$ cat config.mk
export PLATFORM = sky130hd
export DESIGN_NAME = fetch_ctrl
export DESIGN_NICKNAME = d
export VERILOG_FILES = /design/src/rtl/fetch_ctrl.sv
export SDC_FILE = /design/constraint.sdc
export NUM_CORES = 1
export LEC_CHECK = 0
export BUFFER_PORTS_ARGS = -buffer_cell sky130_fd_sc_hd__buf_4
export CORE_MARGIN = 2
export CORE_UTILIZATION = 30
export CTS_CLUSTER_SIZE = 10
export DETAILED_ROUTE_END_ITERATION = 10
export PLACE_DENSITY = 0.45
export REMOVE_ABC_BUFFERS = 1
export SLEW_MARGIN = 20
export SYNTH_ARGS = -nofsm -noshare
export SYNTH_HDL_FRONTEND = slang
export SYNTH_SLANG_ARGS = --single-unit
$ cat constraint.sdc
create_clock -name clk -period 2.8 [get_ports clk]
set_input_delay 0 -clock clk [delete_from_list [all_inputs] [get_ports clk]]
set_output_delay 0 -clock clk [all_outputs]
set_load 0.01 [all_outputs]
$ cat src/rtl/fetch_ctrl.sv
// Instruction-fetch controller: keeps one imem request in flight, feeds the IF/ID
// payload register, parks a late response in a hold buffer under stall, and flushes on redirect.
module fetch_ctrl #(
   parameter logic [31:0] RESET_PC = 32'h0000_0000
) (
   input  logic        clk,
   input  logic        rst,
   input  logic        redirect_i,
   input  logic [31:0] redirect_pc_i,
   input  logic        stall_i,
   output logic        imem_req_o,
   output logic [31:0] imem_addr_o,
   input  logic        imem_ack_i,
   input  logic [31:0] imem_rdata_i,
   output logic [31:0] if_pc_o,
   output logic [31:0] if_instr_o,
   output logic        if_valid_o,
   output logic [31:0] fetch_cnt_o
);

   typedef enum logic [1:0] {
      IDLE    = 2'd0,
      FETCH   = 2'd1,
      HOLD    = 2'd2,
      DISCARD = 2'd3
   } state_t;

   state_t      state_q, state_d;
   logic [31:0] pc_q, pc_d;
   logic [31:0] addr_q, addr_d;
   logic        req_q, req_d;
   logic [31:0] if_pc_q, if_pc_d;
   logic [31:0] if_instr_q, if_instr_d;
   logic        if_valid_q, if_valid_d;
   logic [31:0] fetch_cnt_q, fetch_cnt_d;
   logic [31:0] hold_pc_q, hold_pc_d;
   logic [31:0] hold_instr_q, hold_instr_d;

   logic [31:0] redirect_tgt;
   logic [31:0] pc_inc;
   logic        xfer_done;

   // Acks are only meaningful while our own request is on the bus.
   assign xfer_done    = req_q & imem_ack_i;
   assign redirect_tgt = {redirect_pc_i[31:2], 2'b00};
   assign pc_inc       = pc_q + 32'd4;

   always_comb begin
      state_d      = state_q;
      pc_d         = pc_q;
      addr_d       = addr_q;
      req_d        = req_q;
      if_pc_d      = if_pc_q;
      if_instr_d   = if_instr_q;
      if_valid_d   = if_valid_q;
      fetch_cnt_d  = fetch_cnt_q;
      hold_pc_d    = hold_pc_q;
      hold_instr_d = hold_instr_q;

      // A free-running ID with nothing new to take sees a bubble.
      if (!stall_i) begin
         if_valid_d = 1'b0;
      end

      if (redirect_i) begin
         pc_d         = redirect_tgt;
         if_valid_d   = 1'b0;
         hold_pc_d    = 32'h0;
         hold_instr_d = 32'h0;
         req_d        = 1'b1;
         // An unanswered request must still drain on its old address.
         if ((state_q == FETCH || state_q == DISCARD) && !xfer_done) begin
            state_d = DISCARD;
         end else begin
            state_d = FETCH;
            addr_d  = redirect_tgt;
         end
      end else begin
         case (state_q)
            IDLE: begin
               state_d = FETCH;
               req_d   = 1'b1;
               addr_d  = pc_q;
            end
            FETCH: begin
               if (xfer_done) begin
                  pc_d   = pc_inc;
                  addr_d = pc_inc;
                  if (!stall_i || !if_valid_q) begin
                     if_pc_d     = pc_q;
                     if_instr_d  = imem_rdata_i;
                     if_valid_d  = 1'b1;
                     fetch_cnt_d = fetch_cnt_q + 32'd1;
                  end else begin
                     hold_pc_d    = pc_q;
                     hold_instr_d = imem_rdata_i;
                     req_d        = 1'b0;
                     state_d      = HOLD;
                  end
               end
            end
            HOLD: begin
               if (!stall_i) begin
                  if_pc_d     = hold_pc_q;
                  if_instr_d  = hold_instr_q;
                  if_valid_d  = 1'b1;
                  fetch_cnt_d = fetch_cnt_q + 32'd1;
                  req_d       = 1'b1;
                  addr_d      = pc_q;
                  state_d     = FETCH;
               end
            end
            DISCARD: begin
               if (xfer_done) begin
                  req_d   = 1'b1;
                  addr_d  = pc_q;
                  state_d = FETCH;
               end
            end
            default: begin
               state_d = IDLE;
               req_d   = 1'b0;
            end
         endcase
      end
   end

   always_ff @(posedge clk or negedge rst) begin
      if (!rst) begin
         state_q      <= IDLE;
         pc_q         <= RESET_PC;
         addr_q       <= RESET_PC;
         req_q        <= 1'b0;
         if_pc_q      <= 32'h0;
         if_instr_q   <= 32'h0;
         if_valid_q   <= 1'b0;
         fetch_cnt_q  <= 32'h0;
         hold_pc_q    <= 32'h0;
         hold_instr_q <= 32'h0;
      end else begin
         state_q      <= state_d;
         pc_q         <= pc_d;
         addr_q       <= addr_d;
         req_q        <= req_d;
         if_pc_q      <= if_pc_d;
         if_instr_q   <= if_instr_d;
         if_valid_q   <= if_valid_d;
         fetch_cnt_q  <= fetch_cnt_d;
         hold_pc_q    <= hold_pc_d;
         hold_instr_q <= hold_instr_d;
      end
   end

   assign imem_req_o  = req_q;
   assign imem_addr_o = addr_q;
   assign if_pc_o     = if_pc_q;
   assign if_instr_o  = if_instr_q;
   assign if_valid_o  = if_valid_q;
   assign fetch_cnt_o = fetch_cnt_q;

endmodule

==> metrics.cfg, run 1 <==
[synth]
synth-edff-count=0
synth.yosys.warnings=0
syn_area_um2=10880
syn_area_per_cell_um2=9.375
synth_seq_area_share_pct=51.31
synth_flop_cell=dfrtp_1
synthArstFlopShare_pct=100.0
synthCells=1160
synth_seq_cells=223
yosysUniqueCellTypes=55

[place]
dp_cells=1768
dp.final_hpwl_mm=22.01
pre_cts_slack_ns=0.3624
io_buffers=196
gp_congestion=0.8010

[global_routing]
antenna_found_initial=0
grt_usage_pct=17.18
grt_max_degree=87
overflow=0
grt_pass1_wl_mm=52.28
first_global_vias=9009

[worst_setup_path]
end_kind=flop
ff2ff_path_depth=7
reg2reg_to=pc_q[26]
worstPathArrival_ns=3.09
r2r-start=pc_q[3]
worst-r2r-setup-slack_ns=0.14
crit_type=flop to flop
crit_path_max_fanout=12
required_ns=3.22
setup.worst_path.start_class=flop

[detailed_routing]
vias=9134
vias_per_cell=4.820
ant_nets=0
drt-total-wl_mm=32.50
dr.pass1.iters=8
post_drt_wl_per_cell_um=17.15
drtIter0Drc=492
drc=15

[sta]
slew_headroom_pct=51.45
fmax_mhz=375.4
worst_slack_ns=0.1364
worst_pin_slew_ns=0.7281
period_minus_slack_ns=2.664
fin_worst_skew_ns=0.006801
post-route-period-util_pct=95.13
slew_viol_final=0
rsz0062_at_grt=no
setup_viol=0
finalHoldViolations=0

[floorplan]
coreArea_um2=35660
ioPinCount=199
initial_utilization_pct=30.50
die-width_um=194.4
die_y_um=194.4
dieArea_um2=37790
rows=69

[clocking]
clockRootBuffer=clkbuf_16
clkTransAtPathRegs_ns=0.06
cts_sinks=223
cts_tree=yes
clockBufferDepth=3
numCtsBuffers=28
clk_latency_ns=0.54
htree_num_levels=1

[hold_path]
min_path_type=input pin to async pin

[cells_and_area]
seqCellArea_um2=5580
most-common-layout-cells=nand2_1 (258), buf_4 (235), dfrtp_1 (223), o21ai_0 (164), dlygate4sd3_1 (78)
flow.area_growth_from_synthesis_pct=34.92
utilization_pct=41.15
final_common_cell=nand2_1
antenna_cells=0
final_nets=1494
multi_input_area_um2=4917
fill_cells=3633
fin_cells=1895
drive_gt1_share_pct=22.18

[status]
violations=DRC
run_status=finished, violations left

[pwr]
p_total_mw=11.11
powerDensity_nw_per_um2=757.4
p_leak_nw=6.371
max-vdd-ir-drop_mv=0.4292

[job]
maxCapViolations=0

worst max-delay path, cell delays in order, from the launching register on:
cell,delay [ns]
dfrtp_1,0.45
ha_1,0.26
nand3_1,0.12
or4_4,0.66
nor3_2,0.27
xnor2_1,0.15
o21ai_1,0.07
dlygate4sd3_1,0.57
state kept, by name (all words and copies together), names as in the netlist:
signal        flops
if_instr_o       32
if_pc_o          31
hold_pc_q        31
hold_instr_q     32
if_valid_o        1
state_q           2
imem_req_o        1
imem_addr_o      31
fetch_cnt_o      32
pc_q             30
how the worst max path moves through the flow:
stage / startpoint / slack, ns / endpoint
2_1_floorplan: state_q[1] / -3.24 / hold_instr_q[0]
3_3_place_gp: state_q[1] / 0.42 / pc_q[20]
3_5_place_dp: state_q[1] / 0.36 / pc_q[20]
4_1_cts: state_q[1] / 0.03 / pc_q[24]
5_1_grt: state_q[1] / 0.01 / pc_q[26]
6_report: pc_q[3] / 0.14 / pc_q[26]
what timing repair did:
action                                 in CTS  in global routing
setup buffers                               0                  5
endpoints found under the hold margin     210                  0
gates resized for setup                     0                  2
setup endpoints to repair                   0                  2
hold buffers                               78                  0
power breakdown:
| group | switching (mW) | internal [mW] |
|---|---|---|
| registers | 0.576 | 3.97 |
| clock network | 1.37 | 2.06 |
| logic | 1.63 | 1.50 |
| total | 3.58 | 7.54 |
cell usage after synthesis (2+ instances only):
cell type	number	area share [%]
a31oi_1	7	0.40
nand4_1	28	1.6
nand3_1	39	1.8
nor2b_1	4	0.23
o21a_1	5	0.35
nor2_1	39	1.3
a32oi_1	2	0.16
buf_2	16	0.74
a221oi_1	8	0.64
nor3_1	13	0.60
o21ai_1	6	0.28
o31ai_1	7	0.48
nand2b_1	2	0.12
buf_4	3	0.21
o31a_1	2	0.16
ha_1	5	0.58
inv_1	10	0.35
or3_1	2	0.12
dfrtp_1	223	51
xor2_1	29	2.3
o21ai_0	164	7.5
o22ai_1	12	0.69
nand2_1	258	8.9
mux2_2	8	0.83
and3_1	13	0.75
a21oi_1	20	0.92
and4_1	5	0.40
and2_1	9	0.52
nor4_1	6	0.35
or2_2	2	0.12
xnor2_1	48	3.9
nor4_2	5	0.58
buf_1	12	0.41
mux2i_1	63	5.8
nor3_2	7	0.64
clkbuf_1	58	2.0
buf_6	2	0.21
area by class of cell:
cell class / instances / area share, %
Clock buffer: 42 / 5.824
Clock inverter: 2 / 0.06822
Inverter: 11 / 0.2899
Multi-Input combinational cell: 835 / 33.51
Sequential cell: 223 / 38.03
Tap cell: 461 / 3.931
Timing Repair Buffer: 321 / 18.34
routing by layer:
| layer | GRT usage (%) | share of wire, % | wire [um] | vias to the layer above |
|---|---|---|---|---|
| li1 | - | - | - | 4514 |
| met1 | 24.93 | 48 | 15640 | 4380 |
| met2 | 27.18 | 45 | 14760 | 197 |
| met3 | 2.481 | 4.6 | 1496 | 43 |
| met4 | 3.789 | 1.9 | 603 | 0 |
| met5 | 0 | 0 | 0 | - |
kinds of logic (layout without fill, tap and decap cells):
family          count (synthesis)  in the layout  synth area share, %
compound gates                244            244                12.56
xor+xnor                       77             77                6.201
fa+ha+maj                       5              5               0.5752
buf+inv                       102            376                3.946
flops                         223            223                51.31
mux                            71             71                6.627
simple gates                  438            438                18.78
metrics by stage:
stage	setup TNS (ns)	instance area [um2]	hold slack, ns
2_1_floorplan	-479.95	10490	-0.2956
3_5_place_dp	0	12980	0.08243
4_1_cts	0	14630	0.08778
3_3_place_gp	0	12980	0.08759
5_1_grt	0	14670	0.09506
6_report	0	14670	0.06450
Power figures use the tool's default switching activity.
==> run 2: changes to the inputs <==
clock period = 3.4 ns   (was 2.8 ns; I/O delays follow)
==> run 2 against run 1 <==
The run still ends with DRC left. Setup slack improved by 0.20 ns. Clock power decreased by 18%. Global-route usage decreased by 0.28 points. Cell count decreased by 1.4%. Clock skew increased by 0.0030 ns. Total power decreased by 19%. Cell area decreased by 1.8%. Highest routed layer unchanged.
==> metrics.cfg, run 2 (synthesis gave the netlist of run 1 again) <==
[clocking]
post_cts_buffers=0  ; unchanged
numCtsBuffers=28  ; unchanged
clockRootBuffer=clkbuf_16
clkTransAtPathRegs_ns=0.06  ; about the same
htree_num_levels=1  ; unchanged
cts_sinks=223  ; unchanged
cts_tree=yes
clockBufferDepth=3  ; unchanged
clk_latency_ns=0.54  ; about the same

[detailed_routing]
drtIter0Drc=422  ; -14%
post_drt_wl_per_cell_um=17.12  ; -0.19%
vias_per_cell=4.831  ; +0.24%
drt-total-wl_mm=32.00  ; -1.6%
dr.pass1.iters=8  ; unchanged
ant_nets=0  ; unchanged
drc=15  ; unchanged
vias=9030  ; -1.1%

[place]
dp_cells=1748  ; -1.1%
place_area_um2=12790  ; -1.4%
dp.final_hpwl_mm=20.79  ; -5.6%
gp_congestion=0.7697  ; -3.9%
io_buffers=196  ; unchanged

[worst_setup_path]
crit_path_frequent_cell=buf_4
cp_slowest_cell=dlygate4sd3_1
worstPathArrival_ns=3.53  ; +0.44 ns
slowest_delay_ns=0.57  ; -0.09 ns
required_ns=3.87  ; +0.65 ns
crit_path_max_fanout=27  ; +15
end_kind=flop
crit_type=flop to flop
crit_chain=inv_1 -> ha_1 -> buf_4 -> nand3_1 -> nor3_1 -> buf_4 -> nand4_1 -> xor2_1 -> o21ai_0 -> dlygate4sd3_1
setup.worst_path.start_class=flop

[floorplan]
rows=69  ; unchanged
dieArea_um2=37790  ; unchanged
coreArea_um2=35660  ; unchanged
die-width_um=194.4  ; unchanged
die_y_um=194.4  ; unchanged
ioPinCount=199  ; unchanged
initial_utilization_pct=30.50  ; unchanged

[global_routing]
first_global_vias=9007  ; -0.022%
overflow=0  ; unchanged
antenna_found_initial=0  ; unchanged
grt_pass1_wl_mm=51.61  ; -1.3%
grt_max_degree=125  ; +44%
grt_usage_pct=16.90  ; -0.28 points

[hold_path]
min_path_type=input pin to async pin

[cells_and_area]
final_nets=1468  ; -1.7%
drive_gt1_share_pct=20.53  ; -1.7 points
fin_cells=1869  ; -1.4%
flow.area_growth_from_synthesis_pct=32.47
most-common-layout-cells=nand2_1 (258), dfrtp_1 (223), buf_4 (214), o21ai_0 (164), dlygate4sd3_1 (77)
final_common_cell=nand2_1
fin_area_um2=14410  ; -1.8%
utilization_pct=40.40  ; -0.75 points
antenna_cells=0  ; unchanged

[sta]
slew_viol_final=0  ; unchanged
period_minus_slack_ns=3.062  ; +0.3989 ns
fmax_mhz=326.5  ; -13%
setup_viol=0  ; unchanged
post-route-period-util_pct=90.07  ; -5.1 points
slew_headroom_pct=43.46  ; -8.0 points
rsz0062_at_grt=no
worst_pin_slew_ns=0.8481  ; +0.1200 ns
fin_worst_skew_ns=0.009754  ; +0.002954 ns
finalHoldViolations=0  ; unchanged
hold_ws_ns=0.1373  ; +0.07281 ns

[status]
violations=DRC
run_status=finished, violations left

[pwr]
p_total_mw=9.049  ; -19%
powerDensity_nw_per_um2=628.1  ; -17%
p_leak_nw=6.228  ; -2.3%
max-vdd-ir-drop_mv=0.4109  ; -4.3%

[job]
maxCapViolations=0  ; unchanged

[run 2: repair_timing]
item                      CTS  global route
hold endpoints to repair  233             0
resized for setup           0             0
hold buffers               77             0
[run 2: power breakdown]
group	internal [mW]	switching [mW]	total [mW]
clock	1.67	1.13	2.81
combinational	1.18	1.31	2.49
sequential	3.27	0.480	3.75
total	6.13	2.92	9.05
[run 2: final timing paths]
check	start	end	slack, ns	depth (start not counted)
max reg2reg	state_q[1]	pc_q[19]	0.34	10
min in group clk	redirect_pc_i[5]	pc_q[5]	0.23	3
max	state_q[1]	pc_q[19]	0.34	10
min reg2reg	hold_pc_q[21]	hold_pc_q[21]	0.47	2
min	rst	hold_pc_q[29]	0.14	2
max in group asynchronous	rst	hold_instr_q[2]	2.31	3
[run 2: cell type report]
| type | instances | area [um2] |
|---|---|---|
| multi-input combinational | 835 | 4912 |
| inverter | 11 | 42.54 |
| fill | 3658 | 21250 |
| clock inverter | 4 | 45.04 |
| clock buffer | 40 | 797.0 |
| timing repair buffer | 295 | 2452 |
| sequential | 223 | 5580 |
| tap | 461 | 576.8 |
[run 2: critical path: cells and delay by family, from the launching register on]
family          cells  cell delay [ns]
flops               1             0.44
compound gates      1             0.15
buf+inv             4             1.19
simple gates        3             0.78
fa+ha+maj           1             0.25
xor+xnor            1             0.17
[run 2: metal layers]
metal | vias up | share of wire [%] | GRT usage [%]
li1 | 4459 | - | -
met1 | 4326 | 49 | 24.78
met2 | 208 | 45 | 26.71
met3 | 37 | 5.2 | 2.377
met4 | 0 | 1.4 | 3.219
met5 | - | 0 | 0
[run 2: metrics by stage]
stage	worst slack, ns	setup TNS, ns
after global routing	0.1137	0
after floorplan	-2.640	-364.51
after global placement	0.8935	0
after detailed placement	0.8951	0
final	0.3375	0
after CTS	0.3406	0
==> run 3: changes to the inputs <==
CTS_BUF_LIST = sky130_fd_sc_hd__clkbuf_4 sky130_fd_sc_hd__clkbuf_8   (was not set)
==> run 3 against run 2 <==
The flow still finishes with violations (DRC). Critical endpoint unchanged. Clock-buffer cell count grew 34. Sequential power is essentially flat. Cell area grew 0.63%.
==> metrics.cfg, run 3 (synthesis gave the netlist of run 1 again) <==
[clocking]
numCtsBuffers=44  ; +57%
htree_num_levels=2  ; +1
cts_tree=yes
cts_sinks=223  ; unchanged
clkTransAtPathRegs_ns=0.06  ; about the same
post_cts_buffers=0  ; unchanged
clockBufferDepth=3  ; unchanged
clockRootBuffer=clkbuf_8
clk_latency_ns=0.56  ; +0.02 ns

[global_routing]
grt_pass1_wl_mm=51.99  ; +0.73%
first_global_vias=9217  ; +2.3%
antenna_found_initial=0  ; unchanged
grt_max_degree=125  ; unchanged
overflow=0  ; unchanged
grt_usage_pct=17.13  ; +0.23 points

[sta]
slew_viol_final=0  ; unchanged
fmax_mhz=328.6  ; +0.63%
setup_viol=0  ; unchanged
worst_pin_slew_ns=0.8530  ; +0.004867 ns
worst_slack_ns=0.3567  ; +0.01916 ns
fin_worst_skew_ns=0.02778  ; +0.01802 ns
slew_headroom_pct=43.13  ; -0.32 points
rsz0062_at_grt=no
hold_ws_ns=0.1270  ; -0.01026 ns
period_minus_slack_ns=3.043  ; -0.01916 ns
finalHoldViolations=0  ; unchanged
post-route-period-util_pct=89.51  ; -0.56 points

[cells_and_area]
flow.area_growth_from_synthesis_pct=33.29
final_nets=1484  ; +1.1%
antenna_cells=0  ; unchanged
most-common-layout-cells=nand2_1 (258), dfrtp_1 (223), buf_4 (214), o21ai_0 (164), dlygate4sd3_1 (77)
drive_gt1_share_pct=23.01  ; +2.5 points
final_common_cell=nand2_1
fill_cells=3646  ; -0.33%
fin_cells=1904  ; +1.9%

[worst_setup_path]
crit_type=flop to flop
worstPathArrival_ns=3.52  ; about the same
worst-r2r-setup-slack_ns=0.36  ; +0.02 ns
setup.worst_path.start_class=flop
crit_path_max_fanout=27  ; unchanged
ff2ff_path_depth=10  ; unchanged
required_ns=3.88  ; about the same
end_kind=flop

[place]
gp_congestion=0.7697  ; unchanged
dp_cells=1748  ; unchanged
io_buffers=196  ; unchanged
dp.final_hpwl_mm=20.79  ; unchanged
pre_cts_slack_ns=0.8951  ; unchanged

[floorplan]
coreArea_um2=35660  ; unchanged
die-width_um=194.4  ; unchanged
dieArea_um2=37790  ; unchanged
ioPinCount=199  ; unchanged
rows=69  ; unchanged
initial_utilization_pct=30.50  ; unchanged
die_y_um=194.4  ; unchanged

[status]
violations=DRC
run_status=finished, violations left

[detailed_routing]
drt-total-wl_mm=32.14  ; +0.45%
dr.pass1.iters=8  ; unchanged
vias_per_cell=4.780  ; -1.1%
drc=15  ; unchanged
vias=9101  ; +0.79%
ant_nets=0  ; unchanged
post_drt_wl_per_cell_um=16.88  ; -1.4%
drtIter0Drc=486  ; +15%

[job]
maxCapViolations=0  ; unchanged

[hold_path]
min_path_type=input pin to async pin

[pwr]
p_leak_nw=6.305  ; +1.2%
powerDensity_nw_per_um2=627.2  ; -0.15%
max-vdd-ir-drop_mv=0.2816  ; -31%
p_total_mw=9.092  ; +0.48%

## run 3: worst max-delay path, cell delays in order, from the launching register on
cell	delay [ns]
dfrtp_1	0.45
inv_1	0.08
ha_1	0.25
buf_4	0.35
nand3_1	0.36
nor3_1	0.27
buf_4	0.18
nand4_1	0.12
xor2_1	0.17
o21ai_0	0.15
dlygate4sd3_1	0.57
## run 3: area by class of cell
cell class	count	area [um2]	share of cell area (%)
clock buffers	74	899.6	6.206
clock inverters	5	32.53	0.2244
inverters	11	42.54	0.2935
multi-input cells	835	4912	33.89
flip-flops and latches	223	5580	38.49
well taps	461	576.8	3.979
repair buffers	295	2452	16.92
## run 3: final timing paths
| path | startpoint | to |
|---|---|---|
| max in group asynchronous | rst | hold_instr_q[8] |
| setup reg to reg | state_q[1] | pc_q[19] |
| hold reg to reg | hold_pc_q[17] | hold_pc_q[17] |
| setup / recovery | state_q[1] | pc_q[19] |
| min in group clk | redirect_pc_i[5] | pc_q[5] |
| hold / removal | rst | hold_pc_q[29] |
## run 3: routing by layer
| layer | track usage (%) | vias up | routed length [um] |
|---|---|---|---|
| met4 | 4.217 | 0 | 524 |
| li1 | - | 4508 | - |
| met3 | 3.089 | 44 | 1548 |
| met1 | 24.63 | 4339 | 15710 |
| met2 | 26.70 | 210 | 14350 |
| met5 | 0 | - | 0 |
## run 3: where the power goes
group	switching, mW	internal [mW]	leakage [nW]	total (mW)
Sequential	0.482	3.27	2.81	3.75
Combinational	1.31	1.18	3.01	2.49
Clock	1.19	1.66	0.491	2.84
## run 3: timing repair
item	4_1_cts	5_1_grt
hold buffers	77	0
hold endpoints to repair	233	0
resized for setup	0	0
## run 3: metrics by stage
stage,TNS [ns],util [%],instance area [um2]
2_1_floorplan,-364.51,-,10490
3_3_place_gp,0,35.88,12790
3_5_place_dp,0,35.88,12790
4_1_cts,0,40.66,14500
5_1_grt,0,40.66,14500
6_report,0,40.66,14500
